--- src/rtl/dot_seq.sv ---
// Read-side sequencer: walks read ports A/B in lockstep, accumulates element products,
// returns one scalar over valid/ready. Define DOT_SEQ_SIGNED_EN for two's-complement operands.
module dot_seq #(
  parameter int DATA_WIDTH  = 8,
  parameter int VETOR_WIDTH = 4,
  parameter int DEPTH       = VETOR_WIDTH*DATA_WIDTH,
  parameter int ADDR_WIDTH  = $clog2(DEPTH),
  parameter int ACC_WIDTH   = 2*DATA_WIDTH+ADDR_WIDTH+1
) (
  input  logic                  clk,
  input  logic                  rst,
  input  logic                  mem_done,
  input  logic                  start,
  input  logic [ADDR_WIDTH-1:0] base_addr,
  input  logic [ADDR_WIDTH:0]   len,
  output logic                  rd_en_a,
  output logic                  rd_en_b,
  output logic [ADDR_WIDTH-1:0] rd_addr_a,
  output logic [ADDR_WIDTH-1:0] rd_addr_b,
  input  logic [DATA_WIDTH-1:0] dout_a,
  input  logic [DATA_WIDTH-1:0] dout_b,
  output logic [ACC_WIDTH-1:0]  result,
  output logic                  result_valid,
  input  logic                  result_ready,
  output logic                  busy,
  output logic                  err
);

  localparam int PW = 2*DATA_WIDTH;
  localparam logic [ADDR_WIDTH:0] DEPTH_L = (ADDR_WIDTH+1)'(DEPTH);

  typedef enum logic [2:0] {S_IDLE, S_WAIT, S_READ, S_DRAIN, S_DONE} state_e;
  state_e state_q, state_d;

  logic                  loaded_q, err_q, rd_en_q;
  logic [ADDR_WIDTH-1:0] base_q, addr_q;
  logic [ADDR_WIDTH:0]   len_q, cnt_q, len_clamp;
  logic [1:0]            vld_pipe_q;   // [0]: dout valid, [1]: prod_q valid
  logic [PW-1:0]         prod_q, mult;
  logic [ACC_WIDTH-1:0]  acc_q, prod_ext;
  logic                  start_acc;

  assign len_clamp = (len > DEPTH_L) ? DEPTH_L : len;
  assign start_acc = (state_q == S_IDLE) && start;

`ifdef DOT_SEQ_SIGNED_EN
  assign mult     = $signed({{DATA_WIDTH{dout_a[DATA_WIDTH-1]}}, dout_a}) *
                    $signed({{DATA_WIDTH{dout_b[DATA_WIDTH-1]}}, dout_b});
  assign prod_ext = {{(ACC_WIDTH-PW){prod_q[PW-1]}}, prod_q};
`else
  assign mult     = {{DATA_WIDTH{1'b0}}, dout_a} * {{DATA_WIDTH{1'b0}}, dout_b};
  assign prod_ext = {{(ACC_WIDTH-PW){1'b0}}, prod_q};
`endif

  always_ff @(posedge clk) begin
    if (rst) state_q <= S_IDLE;
    else     state_q <= state_d;
  end

  always_comb begin
    state_d = state_q;
    unique case (state_q)
      S_IDLE:  if (start) begin
                 if (len_clamp == '0) state_d = S_DONE;
                 else if (loaded_q)   state_d = S_READ;
                 else                 state_d = S_WAIT;
               end
      S_WAIT:  if (loaded_q || mem_done) state_d = S_READ;
      S_READ:  if (cnt_q == len_q) state_d = S_DRAIN;
      // last product is formed once dout stops being valid; acc absorbs it on this edge
      S_DRAIN: if (!vld_pipe_q[0]) state_d = S_DONE;
      S_DONE:  if (result_ready) state_d = S_IDLE;
      default: state_d = S_IDLE;
    endcase
  end

  always_comb begin
    busy         = (state_q != S_IDLE);
    result_valid = (state_q == S_DONE);
    rd_en_a      = rd_en_q;
    rd_en_b      = rd_en_q;
    rd_addr_a    = addr_q;
    rd_addr_b    = addr_q;
    result       = acc_q;
    err          = err_q;
  end

  always_ff @(posedge clk) begin
    if (rst) begin
      loaded_q   <= 1'b0;
      err_q      <= 1'b0;
      rd_en_q    <= 1'b0;
      base_q     <= '0;
      addr_q     <= '0;
      len_q      <= '0;
      cnt_q      <= '0;
      vld_pipe_q <= '0;
      prod_q     <= '0;
      acc_q      <= '0;
    end else begin
      loaded_q <= loaded_q | mem_done;
      if (start_acc) begin
        base_q <= base_addr;
        len_q  <= len_clamp;
        err_q  <= 1'b0;
      end else if (mem_done && (state_q == S_READ || state_q == S_DRAIN)) begin
        err_q <= 1'b1;
      end
      // first read issues on the same edge that enters READ
      rd_en_q <= (state_d == S_READ);
      if (state_d == S_READ) begin
        if (state_q != S_READ) begin
          addr_q <= (state_q == S_IDLE) ? base_addr : base_q;
          cnt_q  <= (ADDR_WIDTH+1)'(1);
        end else begin
          addr_q <= addr_q + 1'b1;
          cnt_q  <= cnt_q + 1'b1;
        end
      end
      vld_pipe_q <= {vld_pipe_q[0], rd_en_q};
      if (vld_pipe_q[0]) prod_q <= mult;
      if (start_acc)          acc_q <= '0;
      else if (vld_pipe_q[1]) acc_q <= acc_q + prod_ext;
    end
  end

endmodule

--- config.mk ---
export PLATFORM = sky130hd
export DESIGN_NAME = dot_seq
export DESIGN_NICKNAME = d
export VERILOG_FILES = /design/src/rtl/dot_seq.sv
export SDC_FILE = /design/constraint.sdc
export NUM_CORES = 1
export LEC_CHECK = 0
export CAP_MARGIN = 20
export CORE_ASPECT_RATIO = 1.25
export CORE_MARGIN = 2
export CORE_UTILIZATION = 58
export CTS_BUF_LIST = sky130_fd_sc_hd__clkbuf_16
export CTS_CLUSTER_DIAMETER = 120
export DETAILED_ROUTE_END_ITERATION = 8
export PLACE_DENSITY = 0.89
export SLEW_MARGIN = 25
export SYNTH_ARGS = -nofsm -noshare
export SYNTH_HDL_FRONTEND = slang
export SYNTH_SLANG_ARGS = --single-unit
--- constraint.sdc ---
create_clock -name clk -period 6.4 [get_ports clk]
set_clock_uncertainty 0.05 [all_clocks]
set_input_delay 1.28 -clock clk [delete_from_list [all_inputs] [get_ports clk]]
set_output_delay 1.28 -clock clk [all_outputs]
set_load 0.1 [all_outputs]
* Word level (Yosys, flattened, before mapping)
Cells that the tools add are included.
** Word-level totals
- Input port bits :: 32
- Register bits after elaboration :: 68
** Cells by class
- $mul :: 1
- Order comparisons :: 1
- Muxes and demuxes :: 12
- Reduce and logical (&&, ||, !) cells :: 8
- $add $sub $neg :: 3
- Bitwise logic cells :: 1
- Eq/ne operators :: 7
** Operators with widths (count)
- 22-bit by 16-bit adder with 22-bit output :: 1
- 3-bit two-way mux :: 6
- 8-bit by 8-bit multiplier with 16-bit output :: 1
- 3-bit one-hot mux with 5 select lines :: 1
- 6-bit two-way mux :: 2
- 5-bit two-way mux :: 2
- 3-bit by 2-bit equality test with 1-bit output (second input constant) :: 3
- 6-bit by 1-bit adder with 6-bit output (second input constant) :: 1
- 6-bit equality test :: 1
- 6-bit > comparator (second input constant) :: 1
- 6-bit zero test :: 1
- 5-bit by 1-bit adder with 5-bit output (second input constant) :: 1
- 3-bit by 1-bit equality test with 1-bit output (second input constant) :: 1
- 3-bit equality test (second input constant) :: 1
- 3-bit zero test :: 1
- 3-bit by 2-bit inequality test with 1-bit output (second input constant) :: 1
- 3-bit nonzero test :: 1
- 1-bit logical AND :: 2
- 1-bit logical OR :: 2
- 2-bit two-way mux :: 1
- 2-bit OR reduction :: 1
- 1-bit bitwise OR :: 1

* Logic depth before layout (Yosys ltp)
- Depth in word-level cells :: 7
- Mapped depth :: 16
- Gate-level depth less buffers :: 16

* Worst setup path after synthesis
No wires, ideal clock.
- Path type :: input-to-reg
- Start :: input port dout_b[7]
- End :: register prod_q[14]
- Library setup time :: 106 ps
- Cell stages on the path :: 14
- Path slack :: 1112 ps
- Arrival time :: 5132 ps
- Path through :: and2_1 fa_1 fa_1 fa_1 inv_1 fa_1 inv_1 ha_1 a21oi_1 o21ai_0 o41a_1 o41ai_1 or4b_2 o311ai_0
** On the way
- Word-level cells in the longest chain between the ends :: 1
** Ends and longest elaborated chain
- from (decl) :: line 21 : input logic [DATA_WIDTH-1:0] dout_b,
- 8-bit by 8-bit multiplier with 16-bit output :: line 51 : assign mult = {{DATA_WIDTH{1'b0}}, dout_a} * {{DATA_WIDTH{1'b0}}, dout_b};
- to (signal assigned) :: line 121 : if (vld_pipe_q[0]) prod_q <= mult;
- to (decl) :: line 39 : logic [PW-1:0] prod_q, mult;
Every way passes these cells.
A chain may end at the register's enable or synchronous reset.

* Worst setup path after layout
Same ends and word-level chain as after synthesis.

==> out/qor.txt <==
min-delay src: base_q[0]
# clock sinks: 68
Worst setup EP type: register
Via density: 6.01
clk root buf: clkbuf_16
fin. max-slew vios: 0
Yosys top cell by area: dfxtp_1
R2R Path Start: result[0]
share of layout cells above drive strength 1: 0.0367
unrepaired setup endpoints after global routing: no
TritonCTS Buffers: 9
wire per inst: 15.3 µm
number of global-route vias before repair: 5,171
number of synthesized flops with an enable pin: 0
Static Leak: 0.00282 µW
Final Cycle Share: 0.913
setup violators final: 0
drt drc: 0
largest cells by area after synthesis: dfxtp_1 (23%), fa_1 (13%), ha_1 (12%)
post-cts gate resize count: 0
largest net degree at the start of global routing: 60
synthesized area per cell: 8.27 µm²
reg2reg setup slack: 3810 ps
post-synthesis cell type count: 61
Post-Syn Area: 0.00586 mm²
GR Util All Layers: 0.258
Post-CTS Setup Bufs: 0
WS Path Type: input port to register
top_reg_cell synth: dfxtp_1
Startpoint Class: input port
Final Wtd Congestion: 0.886
Tightest Hold Check Type: register to register
Max Fclk: 171 MHz
Congestion Overflow GR: 0
DRT Pass-1 Iters: 5
final wirelength: 13,700 µm
Warnings, synthesis: 0
Min-Delay Endpoint: base_q[0]
Final nets: 881
VDD IR max: 0.000175 V
Ports: 69
cts hold-fix bufs: 0
H-Tree Depth: 3
CP max-delay cell: or4b_2
placed cell areas: 0.00655 mm²
GRT Max-Usage Layer: met2
Die Span Y: 116 µm
Pwr Density: 257 mW/mm²
Port-buffer cells: 68
clk buf depth: 2
final HPWL from detailed placement: 10,500 µm
Clk Latency, worst-skew pair: 340 ps
DR vias: 5,361
clk slew on worst S/H paths: 60 ps
hold path cells: 2
Yosys reg bits: 68
critical path, cell by cell: clkdlybuf4s50_1 > and2_1 > fa_1 > fa_1 > fa_1 > inv_1 > fa_1 > inv_1 > ha_1 > a21oi_1 > o21ai_0 > o41a_1 > o41ai_1 > or4b_2 > o311ai_0
Tightest Pin Transition: 1010 ps
Slew HR: 0.324
Hold Violations, Final: 0
Max Cap Viol: 0
post-route minimum period: 5850 ps
CTS tree: done
critical path data arrival time: 6010 ps
Std-Cell Rows: 41
initial antenna violation count: 0
M1 GR Usage: 0.297
fin area: 0.00682 mm²
Initial Utilization: 0.589
initial DRC count: 287
die width: 93.9 µm
M2 GR Usage: 0.474
crit-path most repeated cell: fa_1
Syn Nets: 832
fraction of registers with async set/reset: 0
register area share after synthesis: 0.232
reg-to-reg endpoint: result[18]
status: finished, final reports clean
Data required, critical path: 6560 ps
die area: 0.0109 mm²
M3 GR Usage: 0.0335
Worst R2R Path Depth: 9
Final ANT Viol Nets: 0
first-pass GRT wire length: 22,900 µm
core footprint: 0.00995 mm²
max incr delay on CP: 620 ps
Crit Path Max Fanout: 8
area grow syn2layout: 16.3%
Synth top area share: 0.232
Fin Setup TNS: 0 ps
Inserted Diodes: 0
Cells after Synth: 709
## layout make-up
cell class	count	area [µm²]
Clock buffer	9	225
Clock inverter	7	43.8
Timing Repair Buffer	70	691
Tap cell	129	161
Inverter	69	259
Sequential cell	68	1360
Fill cell	752	3130
Multi-Input combinational cell	540	4080
## power by group
group,internal [µW],switching (µW)
Combinational,312,510
Clock,260,190
Sequential,452,30.7
## sequential cells by signal, indices dropped and copies added (netlist names)
name        cells
base_q          5
rd_en_a         1
cnt_q           6
rd_addr_a       5
loaded_q        1
len_q           6
result         22
vld_pipe_q      2
state_q         3
prod_q         16
err             1
## metal layers
layer,routed length [µm],vias to the layer above
li1,-,2551
met1,5380,2599
met2,7410,171
met3,544,40
met4,346,0
met5,0,-
## critical path, delay by kind of cell
family	cells	cell delay (ps)
buf+inv	3	630
simple gates	2	860
compound gates	5	780
fa+ha+maj	5	2440
## metrics by stage
step	std cells	utilization	total power [µW]	hold WS, ps	worst slack [ps]
2_1_floorplan	709	-	1130	386	1110
6_report	892	0.685	1750	409	554
3_5_place_dp	876	0.658	1300	401	266
5_1_grt	892	0.685	1870	444	359
3_3_place_gp	876	0.658	1270	391	422
4_1_cts	892	0.685	1750	410	596
## synthesized netlist by cell type (all sizes together) (4+ instances only)
library cell	count
dfxtp	68
o21a	6
o211ai	6
fa	37
nor3	13
o21ai	30
nor3b	9
clkbuf	15
nand2	66
a21oi	51
ha	54
or3	7
and2	44
inv	69
a211oi	10
and3	5
o32ai	4
mux2i	17
o31ai	4
buf	17
a31oi	11
nand4	7
nor2b	6
o22ai	6
nand3	18
nand2b	10
a21o	7
xnor2	16
nor4b	5
nor2	58
## worst max path at each step
stage	start	end	slack [ps]	depth (start not counted)
after global routing	dout_a[2]	prod_q[14]	360	15
after detailed placement	dout_b[7]	prod_q[14]	270	15
after global placement	dout_b[7]	prod_q[14]	420	15
after CTS	dout_b[7]	prod_q[14]	600	15
final	dout_b[7]	prod_q[14]	550	15
after floorplan	dout_b[7]	prod_q[14]	1110	14
## cells by family after synthesis
group           Yosys count  share of synthesized area
buf+inv                 101                     0.0732
flops                    68                      0.232
mux                      17                     0.0290
compound gates          156                      0.172
fa+ha+maj                91                      0.242
simple gates            258                      0.226
xor+xnor                 18                     0.0269
## cell usage in the layout (no fill, tap or decap), drive strengths merged, types with 30 or more instances in the layout
cell type	count
nor2	58
inv	71
o21ai	30
nand2	66
fa	37
dfxtp	68
clkdlybuf4s50	67
ha	54
a21oi	51
and2	44
Note: power is estimated with default switching activity, not from simulation.
